`src/rtl/game_display_scan.sv`:
```
// Seven-segment scan driver with a load-strobed frame buffer, per-digit blink
// and flashing thermometer score bars. Everything runs on the single clock.
module game_display_scan #(
    parameter int NUM_DIGITS     = 8,
    parameter int TICK_COUNT     = 100000,
    parameter int BLINK_TICKS    = 250,
    parameter int LED_PER_PLAYER = 8,
    parameter int SCORE_W        = 8
) (
    input  logic                        clock,
    input  logic                        reset,
    input  logic [NUM_DIGITS*6-1:0]     digit_bus,
    input  logic                        load,
    input  logic [NUM_DIGITS-1:0]       blink_mask,
    input  logic                        led_flash,
    input  logic [SCORE_W-1:0]          j1_points,
    input  logic [SCORE_W-1:0]          j2_points,
    output logic [NUM_DIGITS-1:0]       AN,
    output logic [7:0]                  DDP,
    output logic [2*LED_PER_PLAYER-1:0] LED
);

    localparam int TW = $clog2(TICK_COUNT);
    localparam int SW = $clog2(NUM_DIGITS);
    localparam int BW = (BLINK_TICKS > 1) ? $clog2(BLINK_TICKS) : 1;
    localparam logic [TW-1:0] TICK_LAST  = TW'(TICK_COUNT - 1);
    localparam logic [SW-1:0] SCAN_LAST  = SW'(NUM_DIGITS - 1);
    localparam logic [BW-1:0] BLINK_LAST = BW'(BLINK_TICKS - 1);

    logic [TW-1:0]              tick_cnt;
    logic [SW-1:0]              scan_idx;
    logic [BW-1:0]              blink_cnt;
    logic                       blink_phase;
    logic [NUM_DIGITS*6-1:0]    frame;
    logic                       tick;
    logic [5:0]                 cur_digit;
    logic                       blank;
    logic [NUM_DIGITS-1:0]      an_next;
    logic [7:0]                 ddp_next;
    logic [LED_PER_PLAYER-1:0]  j1_bar;
    logic [LED_PER_PLAYER-1:0]  j2_bar;

    // Segment patterns {a,b,c,d,e,f,g}, active low.
    function automatic logic [6:0] decode(input logic [3:0] c);
        case (c)
            4'h0:    decode = 7'b0000001;
            4'h1:    decode = 7'b1001111;
            4'h2:    decode = 7'b0010010;
            4'h3:    decode = 7'b0000110;
            4'h4:    decode = 7'b1001100;
            4'h5:    decode = 7'b0100001;
            4'h6:    decode = 7'b1001110;
            4'h7:    decode = 7'b1110001;
            4'h8:    decode = 7'b1000100;
            4'h9:    decode = 7'b0011000;
            4'hA:    decode = 7'b0001000;
            4'hB:    decode = 7'b1100000;
            4'hC:    decode = 7'b0100100;
            4'hD:    decode = 7'b1110000;
            4'hE:    decode = 7'b0110000;
            default: decode = 7'b1000001;
        endcase
    endfunction

    assign tick = (tick_cnt == TICK_LAST);

    always_comb begin
        cur_digit = frame[6*int'(scan_idx) +: 6];
        blank     = !cur_digit[5] || (blink_mask[scan_idx] && blink_phase);
        an_next   = '1;
        for (int i = 0; i < NUM_DIGITS; i++) begin
            an_next[i] = (int'(scan_idx) != i);
        end
        ddp_next = {decode(cur_digit[4:1]), ~cur_digit[0]};
        if (blank) begin
            an_next  = '1;
            ddp_next = 8'hFF;
        end
        j1_bar = '0;
        j2_bar = '0;
        for (int i = 0; i < LED_PER_PLAYER; i++) begin
            j1_bar[i] = (j1_points > SCORE_W'(i));
            j2_bar[i] = (j2_points > SCORE_W'(i));
        end
        // Flashing bars go dark together during the blank half of the blink.
        if (led_flash && blink_phase) begin
            j1_bar = '0;
            j2_bar = '0;
        end
    end

    always_ff @(posedge clock) begin
        if (reset) begin
            tick_cnt    <= '0;
            scan_idx    <= '0;
            blink_cnt   <= '0;
            blink_phase <= 1'b0;
            frame       <= '0;
            AN          <= '1;
            DDP         <= 8'hFF;
            LED         <= '0;
        end else begin
            LED <= {j2_bar, j1_bar};
            // A load coinciding with a tick is seen from the following tick.
            if (load) begin
                frame <= digit_bus;
            end
            if (tick) begin
                tick_cnt <= '0;
                AN       <= an_next;
                DDP      <= ddp_next;
                scan_idx <= (scan_idx == SCAN_LAST) ? '0 : scan_idx + 1'b1;
                if (blink_cnt == BLINK_LAST) begin
                    blink_cnt   <= '0;
                    blink_phase <= ~blink_phase;
                end else begin
                    blink_cnt <= blink_cnt + 1'b1;
                end
            end else begin
                tick_cnt <= tick_cnt + 1'b1;
            end
        end
    end

endmodule

```
`config.mk`:
```
export PLATFORM = sky130hd
export DESIGN_NAME = game_display_scan
export DESIGN_NICKNAME = d
export VERILOG_FILES = /design/src/rtl/game_display_scan.sv
export SDC_FILE = /design/constraint.sdc
export NUM_CORES = 1
export LEC_CHECK = 0
export ABC_AREA = 1
export CAP_MARGIN = 5
export CORE_ASPECT_RATIO = 1.4
export CORE_MARGIN = 2
export CORE_UTILIZATION = 43
export DETAILED_ROUTE_END_ITERATION = 8
export PLACE_DENSITY_LB_ADDON = 0.25
export SKIP_LAST_GASP = 1
export SLEW_MARGIN = 10
export SYNTH_ARGS = -nofsm -noshare
export SYNTH_HDL_FRONTEND = slang
export SYNTH_SLANG_ARGS = --single-unit
```
`constraint.sdc`:
```
create_clock -name clock -period 1.8 [get_ports clock]
set_input_delay 0.27 -clock clock [delete_from_list [all_inputs] [get_ports clock]]
set_output_delay 0.27 -clock clock [all_outputs]
set_load 0.02 [all_outputs]
```
==> impl_results.md, run 1 <==
* Outcome: finished with violations
* Failing checks: setup timing
* 1st-pass router iterations at 6
* Post-route setup slack at -0.04048 ns
* Largest net degree at the start of global routing at 76
* Worst EP required at between 2 and 2.5 ns
* Final period utilization at 1.022
* Clock root buffer master: clkbuf_16
* First-pass GRT wire length at approximately 21 mm
* Sequential area share after synthesis at 0.4295
* Worst r2r path cells at 15
* Area of the multi-input gates at 2532 um^2
* Critical path's most frequent cell: nand2_1
* Delay of the slowest critical-path stage at 0.41 ns
* Vias in the first global route at roughly 4700
* Slew Viols, Final at 0
* Min-delay src: frame[0]$_SDFFE_PP0P_
* Post-synthesis cell count at ~700
* Vias at slightly below 5000
* Minimum clock period at about 1.8 ns
* Gpl congestion at between 0.8 and 0.9
* Clock latency on the worst-skew pair at approximately 0.35 ns
* Nets@finish at 930
* Number of port buffers at approximately 110
* Clock Skew at between 0.01 and 0.015 ns
* VDD IR max at between 0.4 and 0.5 mV
* Post-placement cell area at approximately 6400 um^2
* Placement row count at 47
* Total track usage at 0.2038
* Min-delay worst type: reg -> reg
* Syn nets at 797
* DR iter-0 viols at 179
* Yosys top cell area share at 0.4295
* Synth Register Bits at approximately 110
* Layout cells sized above 1 at 0.1188
* Die Y at roughly 130 um
* Starting Density at 0.4342
* Routed Antenna Nets at 0
* Sink of the worst hold path: frame[0]$_SDFFE_PP0P_
* CP delay by family, top: simple AND/OR/NAND/NOR gates
* CP bufs+invs at 4
* Min Hold Slack at about 0.46 ns
* Sum Neg Setup Slack at -0.04048 ns
* Total die area at 12710 um^2
* Area grow syn2layout at 37.45%
* IO Pins at roughly 110
* Clk pin slew, worst setup/hold paths at around 0.08 ns
* CTS Buf Count at 9
* Slowest CP cell: dfxtp_4
* Top cells by area, synth: dfxtp_1 (43%), nand2_1 (9.6%), nor2_1 (8.1%)
* P per Cell Area at approximately 740 nW/um^2
* Total Routed Length at ~13 mm
* Final setup vio count at 1
* Distinct cells, synth at 37
* Slew margin rel. at 0.7377
* Worst-path maximum fanout at 9
* DP HPWL at between 9 and 10 mm
* Horiz. Die Dim at ~96 um
* Kind of critical path: reg -> reg
* CTS H-Tree Depth at 3
* CTS Buffer Depth at 2
* Final Cell Area at roughly 7000 um^2
* Commonest non-fill, non-tap cells in the layout: nand2_1 (126), nor2_1 (107), clkdlybuf4s50_1 (107)
* Worst Tran Pin Value at roughly 0.39 ns
* Commonest non-fill, non-tap cell in the layout: nand2_1
* RSZ-0062 raised after global routing: true
* Max_cap viols at 0
* Worst hold stages at 2
* Leakage at 2.890 nW
* Vias per inst at ~5.0
* DRC at 0
* Antenna Cells at 0
* Wire length per cell at about 13 um
* Initial antenna violation count at 0
* Worst EP arrival at around 2.1 ns
* Fmax at around 540 MHz
* CP Capture Type: flop
* Synth area leader: dfxtp_1
* Fillers at approximately 1000
* Origin of the critical flop-to-flop path: scan_idx[0]$_SDFFE_PP0P_
* Mean post-synth cell area at 7.218 um^2
* Worst R2R End: DDP[7]$_SDFFE_PP1P_
* Grt ovf at 0
* Synth Warn # at 0
* Crit path cell chain: buf_12 -> nor2_1 -> nor2_1 -> o21ai_0 -> nand3_1 -> nand2_2 -> buf_4 -> ha_4 -> inv_1 -> nand2_1 -> nand2_1 -> nand2_1 -> nand3_1 -> nand2_1 -> inv_1
* Total power at between 5 and 6 mW
* CP Launch Type: flop
* Flop2flop setup slack at -0.04 ns
* Register Area at about 2200 um^2
* Final Hold Fails at 0
* CTS tree: built
* TritonCTS sink count at around 110
* Syn Std Cell Area at roughly 5000 um^2
* Placeable Area at around 12000 um^2
how the worst max path moves through the flow:
stage | from | to | depth (start not counted) | slack (ns)
after floorplan | scan_idx[2]$_SDFFE_PP0P_ | DDP[5]$_SDFFE_PP1P_ | 12 | 0.05
after global placement | reset | DDP[7]$_SDFFE_PP1P_ | 7 | 0.05
after detailed placement | reset | DDP[7]$_SDFFE_PP1P_ | 7 | -0.01
after CTS | scan_idx[0]$_SDFFE_PP0P_ | DDP[7]$_SDFFE_PP1P_ | 14 | 0.006
after global routing | scan_idx[0]$_SDFFE_PP0P_ | DDP[7]$_SDFFE_PP1P_ | 15 | -0.16
final | scan_idx[0]$_SDFFE_PP0P_ | DDP[7]$_SDFFE_PP1P_ | 15 | -0.04
worst register-to-register path, delay by kind of cell (launching register included):
kind,cells,cell delay [ns]
flip-flops,1,0.41
buffers and inverters,4,0.35
adder cells (fa/ha/maj),1,0.27
AND/OR/NAND/NOR,9,0.61
AO/OA/AOI/OAI,1,0.09
synth_stat cells:
library cell / n
nand3b_1: 1
dfxtp_1: 109
ha_1: 17
buf_4: 2
nand4_1: 7
or2_2: 3
inv_2: 5
nor4_1: 1
nor3_1: 10
nor3_4: 1
o22ai_1: 4
o22a_1: 3
nor2_4: 4
nor2_2: 1
or2_0: 1
o21ai_2: 1
buf_6: 4
nor2_1: 110
o21a_1: 1
nor3b_1: 2
xor2_1: 6
xnor2_1: 4
o211ai_1: 5
nand3_2: 5
nand4_4: 1
nand2_2: 2
a21oi_1: 56
o31ai_1: 1
nand2_1: 130
inv_1: 75
clkbuf_1: 17
o21ai_0: 66
o21ai_1: 4
nor3_2: 1
and3_1: 1
nand3_1: 37
buf_2: 6
timing repair:
item | CTS | global route
cloned | 1 | 0
setup buffers | 0 | 15
hold buffers | 0 | 0
endpoints found under the setup margin | 3 | 37
pin swaps | 0 | 10
gates resized for setup | 5 | 25
endpoints found under the hold margin | 0 | 0
layout make-up:
| type | instances | share of cell area |
|---|---|---|
| Multi-Input combinational cell | 486 | 0.3626 |
| Sequential cell | 109 | 0.3140 |
| Timing Repair Buffer | 151 | 0.2094 |
| Inverter | 80 | 0.04371 |
| Clock buffer | 9 | 0.03225 |
| Tap cell | 147 | 0.02633 |
| Clock inverter | 7 | 0.01164 |
sequential cells by signal (all words and copies together), names as in the netlist:
name         count
frame           48
tick_cnt        17
LED             16
AN               8
DDP              8
blink_cnt        8
scan_idx         3
blink_phase      1
layer usage:
layer  up-vias  share of wire  global-route usage
met2       140           0.52              0.3570
met5         -              0                   0
met4         0          0.015             0.07143
met1      2224           0.42              0.2390
met3        21          0.050             0.04613
li1       2543              -                   -
metrics by stage:
step	util	instances	setup WS (ns)
floorplan	-	704	0.04673
global placement	0.5487	957	0.05433
detailed placement	0.5487	957	-0.01068
CTS	0.5787	974	0.006239
global route	0.5968	989	-0.1566
finish	0.5968	989	-0.04048
where the power goes:
group	total [mW]	switching, mW	internal, mW
logic	0.618	0.305	0.313
clock network	2.03	0.928	1.10
registers	2.55	0.0388	2.51
kinds of logic (layout without fill, tap and decap cells):
logic type / Yosys count / after routing / synth area share
flops: 109 / 109 / 0.4295
xor+xnor: 10 / 10 / 0.01724
buf+inv: 109 / 247 / 0.08939
fa+ha+maj: 17 / 17 / 0.04186
simple gates: 318 / 318 / 0.2758
compound gates: 141 / 141 / 0.1463
(Power assumes the default switching activity.)
==> run 2, diff against run 1 <==
- CORE_MARGIN: 2 -> default
==> run 2 against run 1 <==
Against the previous run:
- the flow now finishes without violations
- clock skew shrank 0.0056 ns
- via count shrank 0.32%
- total power grew 2.3%
==> impl_results.md, run 2 (same netlist as run 1, synthesis figures left out) <==
* Kind of critical path: reg -> reg
* Outcome: finished clean
* DR iter-0 viols at 306 (+71%)
* Final Cell Area at 7012 um^2 (+0.39%)
* Critical path's most frequent cell: nand2_1
* Leakage at 2.903 nW (+0.44%)
* Antenna Cells at 0 (unchanged)
* Worst-path maximum fanout at 5 (-4)
* P per Cell Area at 758.1 nW/um^2 (+1.9%)
* Clock root buffer master: clkbuf_16
* Slew Viols, Final at 0 (unchanged)
* Clock Skew at 0.005121 ns (-0.005590 ns)
* Number of flip-flops in the largest register at 48 (unchanged)
* CTS Buf Count at 9 (unchanged)
* Routed Antenna Nets at 0 (unchanged)
* Clock latency on the worst-skew pair at 0.34 ns (about the same)
* Register Area at 2192 um^2 (about the same)
* IO Pins at 108 (unchanged)
* Sum Neg Setup Slack at 0 ns (+0.04048 ns)
* Biggest regs: frame (48), tick_cnt (17), LED (16)
* CP Capture Type: flop
* Starting Density at 0.4459 (+0.01168)
* CTS Buffer Depth at 2 (unchanged)
* Clk pin slew, worst setup/hold paths at 0.07 ns (about the same)
* Vias at 4912 (-0.32%)
* Largest net degree at the start of global routing at 56 (-26%)
* Final Hold Fails at 0 (unchanged)
* Area of the multi-input gates at 2526 um^2 (-0.25%)
* CTS H-Tree Depth at 3 (unchanged)
* Gpl congestion at 0.8647 (+1.2%)
* Area grow syn2layout at 38.00%
* Slew margin rel. at 0.7281 (-0.009543)
* Worst hold stages at 1 (-1)
* First-pass GRT wire length at 20.76 mm (+0.67%)
* CP Launch Type: flop
* Total track usage at 0.2110 (+0.007191)
* Number of port buffers at 107 (unchanged)
* Fmax at 566.2 MHz (+4.2%)
* Delay of the slowest critical-path stage at 0.43 ns (+0.02 ns)
* Wire length per cell at 12.87 um (-0.83%)
* TritonCTS sink count at 109 (unchanged)
* Minimum clock period at 1.766 ns (-0.07421 ns)
* DRC at 0 (unchanged)
* Vias per inst at 4.992 (+0.18%)
* Total Routed Length at 12.67 mm (-1.3%)
* Total die area at 12260 um^2 (-3.6%)
* Biggest register: frame
* Final setup vio count at 0 (-1)
* Worst Tran Pin Value at 0.4035 ns (+0.01416 ns)
* Final period utilization at 0.9813 (-0.04123)
* Worst r2r path cells at 14 (-1)
* Post-placement cell area at 6422 um^2 (about the same)
* Commonest non-fill, non-tap cell in the layout: nand2_1
* RSZ-0062 raised after global routing: true
* VDD IR max at 0.3833 mV (-18%)
* 1st-pass router iterations at 5 (-1)
* DP HPWL at 9.448 mm (-1.3%)
* Placement row count at 46 (-2.1%)
* Horiz. Die Dim at 93.87 um (-2.1%)
* Fillers at 1015 (-1.4%)
* Min-delay worst type: reg -> reg
* Commonest non-fill, non-tap cells in the layout: nand2_1 (125), nor2_1 (108), clkdlybuf4s50_1 (107)
* Crit path cell chain: buf_8 -> nor2_1 -> nor2_1 -> o21ai_0 -> nand3_1 -> nand2_2 -> buf_6 -> ha_1 -> nand3b_1 -> nand2_1 -> nand2_1 -> nand3_1 -> nand2_1 -> inv_1
* Worst EP required at 2.09 ns (+0.05 ns)
* Worst EP arrival at 2.06 ns (-0.02 ns)
* Placeable Area at 11400 um^2 (-2.6%)
* Initial antenna violation count at 0 (unchanged)
* Vias in the first global route at 4719 (+1.4%)
* Slowest CP cell: dfxtp_4
* Nets@finish at 928 (-0.22%)
* Layout cells sized above 1 at 0.1202 (+0.001473)
* CTS Hold Bufs at 0 (unchanged)
* CTS tree: built
* Max_cap viols at 0 (unchanged)
* Die Y at 130.6 um (-1.5%)
* Grt ovf at 0 (unchanged)
[run 2: layer usage]
metal / up-vias / share of wire / wire length (um) / global-route usage
met3: 16 / 0.041 / 523 / 0.03993
met1: 2252 / 0.43 / 5498 / 0.2551
met2: 119 / 0.51 / 6399 / 0.3714
met4: 0 / 0.019 / 243 / 0.07511
li1: 2525 / - / - / -
met5: - / 0 / 0 / 0
[run 2: stage by stage]
step	worst slack, ns	hold WS (ns)	std cells	total power [mW]	util
after floorplan	0.04673	0.3731	704	2.895	-
final	0.03373	0.4439	984	5.315	0.6153
after CTS	0.006658	0.4512	969	5.341	0.5943
after global placement	0.007847	0.4314	953	3.193	0.5636
after global routing	-0.1127	0.4561	984	5.548	0.6153
after detailed placement	-0.04243	0.4353	953	3.207	0.5636
[run 2: worst max-delay path, delay by kind of cell (launching register included)]
family / cells / cell delay (ns)
AND/OR/NAND/NOR: 9 / 0.72
flip-flops: 1 / 0.43
buffers and inverters: 3 / 0.32
adder cells (fa/ha/maj): 1 / 0.16
AO/OA/AOI/OAI: 1 / 0.08
[run 2: path summary, 6_finish.rpt]
check,start,end,slack [ns]
max,scan_idx[0]$_SDFFE_PP0P_,DDP[7]$_SDFFE_PP1P_,0.03
min,tick_cnt[0]$_SDFF_PP0_,tick_cnt[0]$_SDFF_PP0_,0.44
max reg2reg,scan_idx[0]$_SDFFE_PP0P_,DDP[7]$_SDFFE_PP1P_,0.03
min reg2reg,tick_cnt[0]$_SDFF_PP0_,tick_cnt[0]$_SDFF_PP0_,0.44
[run 2: layout make-up]
cell class,instances,area share
tap,144,0.02570
inverter,80,0.04390
timing repair buffer,149,0.2107
sequential,109,0.3126
multi-input combinational,486,0.3603
clock buffer,13,0.03712
clock inverter,3,0.009636
[run 2: power breakdown]
| part | leakage, nW | total (mW) | internal, mW | switching, mW |
|---|---|---|---|---|
| registers | 0.900 | 2.55 | 2.51 | 0.0403 |
| logic | 1.85 | 0.617 | 0.316 | 0.301 |
| clock network | 0.156 | 2.15 | 1.30 | 0.848 |
[run 2: timing repair]
item                                    4_1_cts  5_1_grt
endpoints found under the setup margin        3       29
cloned                                        0        2
setup buffers                                 0       13
pin swaps                                     0        9
resized for setup                             5       29
==> run 3, diff against run 2 <==
- CORE_UTILIZATION: 43 -> 46
==> run 3 against run 2 <==
Against the previous run:
- via count up 1.9%
- largest power group unchanged
- critical path depth is 1 higher
- critical path type unchanged
- register-to-register slack lost 0.03 ns
==> impl_results.md, run 3 (same netlist as run 1, synthesis figures left out) <==
* Commonest non-fill, non-tap cell in the layout: nand2_1
* P per Cell Area at 755.0 nW/um^2 (-0.40%)
* Max_cap viols at 0 (unchanged)
* Worst r2r path cells at 15 (+1)
* Nets@finish at 931 (+0.32%)
* DRC at 0 (unchanged)
* Vias per inst at 5.085 (+1.9%)
* NetSw at 1.209 mW (+1.6%)
* Post-placement cell area at 6441 um^2 (+0.29%)
* Initial antenna violation count at 0 (unchanged)
* Clock Skew at 0.009286 ns (+0.004166 ns)
* Slew Viols, Final at 0 (unchanged)
* CTS tree: built
* Worst-path maximum fanout at 6 (+1)
* CTS Buf Count at 9 (unchanged)
* Final Cell Area at 7015 um^2 (about the same)
* CTS H-Tree Depth at 3 (unchanged)
* Seq pwr share at 0.482 (+0.002)
* Fmax at 557.4 MHz (-1.6%)
* RSZ-0062 raised after global routing: true
* Clk pin slew, worst setup/hold paths at 0.07 ns (about the same)
* Starting Density at 0.4700 (+0.02415)
* Origin of the critical flop-to-flop path: scan_idx[0]$_SDFFE_PP0P_
* Outcome: finished clean
* Worst hold stages at 1 (unchanged)
* Worst Tran Pin Value at 0.3994 ns (-0.004135 ns)
* CP Launch Type: flop
* Placement row count at 45 (-2.2%)
* Worst EP required at 2.04 ns (-0.05 ns)
* Total Routed Length at 12.91 mm (+1.9%)
* Final period utilization at 0.9968 (+0.01549)
* DR iter-0 viols at 249 (-19%)
* Worst EP arrival at 2.03 ns (-0.03 ns)
* Util after Layout at 0.6490 (+0.03368)
* DP HPWL at 9.608 mm (+1.7%)
* VDD IR max at 0.5973 mV (+56%)
* Cell Int Power at 4.088 mW (-0.92%)
* Vias at 5004 (+1.9%)
* Final Hold Fails at 0 (unchanged)
* Power share of the combinational group at 0.117 (about the same)
* Biggest regs: frame (48), tick_cnt (17), LED (16)
* Number of port buffers at 107 (unchanged)
* Kind of critical path: reg -> reg
* Minimum clock period at 1.794 ns (+0.02789 ns)
* Area grow syn2layout at 38.07% (about the same)
* Total die area at 11480 um^2 (-6.4%)
* Layout cells sized above 1 at 0.1210 (+0.0007583)
* IO Pins at 108 (unchanged)
* Die Y at 126.4 um (-3.3%)
* Slew margin rel. at 0.7309 (+0.002786)
* Largest net degree at the start of global routing at 76 (+36%)
* Min-delay src: tick_cnt[0]$_SDFF_PP0_
* Clock root buffer master: clkbuf_16
* Routed Antenna Nets at 0 (unchanged)
* TritonCTS sink count at 109 (unchanged)
* Fillers at 929 (-8.5%)
* Clock share of power at 0.401 (-0.003)
* Vias in the first global route at 4875 (+3.3%)
* 1st-pass router iterations at 7 (+2)
* Commonest non-fill, non-tap cells in the layout: nand2_1 (126), nor2_1 (107), clkdlybuf4s50_1 (107)
* Min-delay worst type: reg -> reg
* Final setup vio count at 0 (unchanged)
* CTS Buffer Depth at 2 (unchanged)
* Switching share of power at 0.2282 (+0.004444)
* Number of flip-flops in the largest register at 48 (unchanged)
* Antenna Cells at 0 (unchanged)
* First-pass GRT wire length at 21.25 mm (+2.4%)
* Gpl congestion at 0.9311 (+7.7%)
* Leakage at 2.906 nW (+0.11%)
* Horiz. Die Dim at 90.83 um (-3.2%)
* Clock latency on the worst-skew pair at 0.35 ns (about the same)
* Wire length per cell at 13.12 um (+1.9%)
* Biggest register: frame
* Placeable Area at 10810 um^2 (-5.1%)
* Grt ovf at 0 (unchanged)
* Critical path origin: scan_idx[0]$_SDFFE_PP0P_
* Total track usage at 0.2259 (+0.01489)
* CP Capture Type: flop
run 3: worst paths after layout:
check / end / slack, ns
worst max-delay path: DDP[7]$_SDFFE_PP1P_ / 0.006
worst min-delay path: tick_cnt[0]$_SDFF_PP0_ / 0.41
worst max register to register: DDP[7]$_SDFFE_PP1P_ / 0.006
worst min register to register: tick_cnt[0]$_SDFF_PP0_ / 0.41
run 3: layer usage:
layer / track usage / vias to the layer above / share of wire
met2: 0.4127 / 144 / 0.52
met5: 0 / - / 0
met3: 0.03957 / 33 / 0.044
li1: - / 2539 / -
met4: 0.08964 / 0 / 0.026
met1: 0.2595 / 2288 / 0.41
run 3: timing repair:
item | CTS | global route
gates cloned | 0 | 2
setup buffers | 0 | 13
hold buffers | 0 | 0
setup endpoints to repair | 3 | 31
hold endpoints to repair | 0 | 0
pin swaps | 0 | 4
resized for setup | 7 | 23
run 3: layout make-up:
type	count	area [um^2]	area share
multi-input combinational	486	2517	0.3588
inverter	80	310.3	0.04423
sequential	109	2188	0.3119
clock inverter	5	83.83	0.01195
clock buffer	11	242.7	0.03460
timing repair buffer	152	1496	0.2133
tap	141	176.4	0.02515
run 3: stage by stage:
stage | TNS (ns) | power [mW] | worst slack (ns) | cells | hold slack [ns]
6_report | 0 | 5.297 | 0.005841 | 984 | 0.4132
5_1_grt | -0.3792 | 5.508 | -0.1044 | 984 | 0.4397
4_1_cts | 0 | 5.314 | 0.01113 | 969 | 0.4481
3_5_place_dp | -0.05893 | 3.211 | -0.03368 | 953 | 0.4371
3_3_place_gp | 0 | 3.193 | 0.02301 | 953 | 0.4260
2_1_floorplan | 0 | 2.895 | 0.04673 | 704 | 0.3731
run 3: power groups by stage:
stage               Clock [mW]  Combinational [mW]  Sequential, mW
floorplan                    0               0.270            2.62
detailed placement           0               0.605            2.61
global placement             0               0.589            2.60
CTS                       2.15               0.613            2.55
global route              2.26               0.691            2.56
finish                    2.12               0.622            2.55
run 3: critical path, stage by stage, from the launching register on:
cell	delay, ns
dfxtp_4	0.43
buf_8	0.13
nor2_1	0.04
nor2_1	0.08
o21ai_0	0.08
nand3_1	0.10
nand2_2	0.09
buf_6	0.13
ha_4	0.26
inv_1	0.03
nand2_1	0.05
nand2_1	0.05
nand2_1	0.06
nand3_1	0.06
nand2_1	0.06
inv_1	0.04
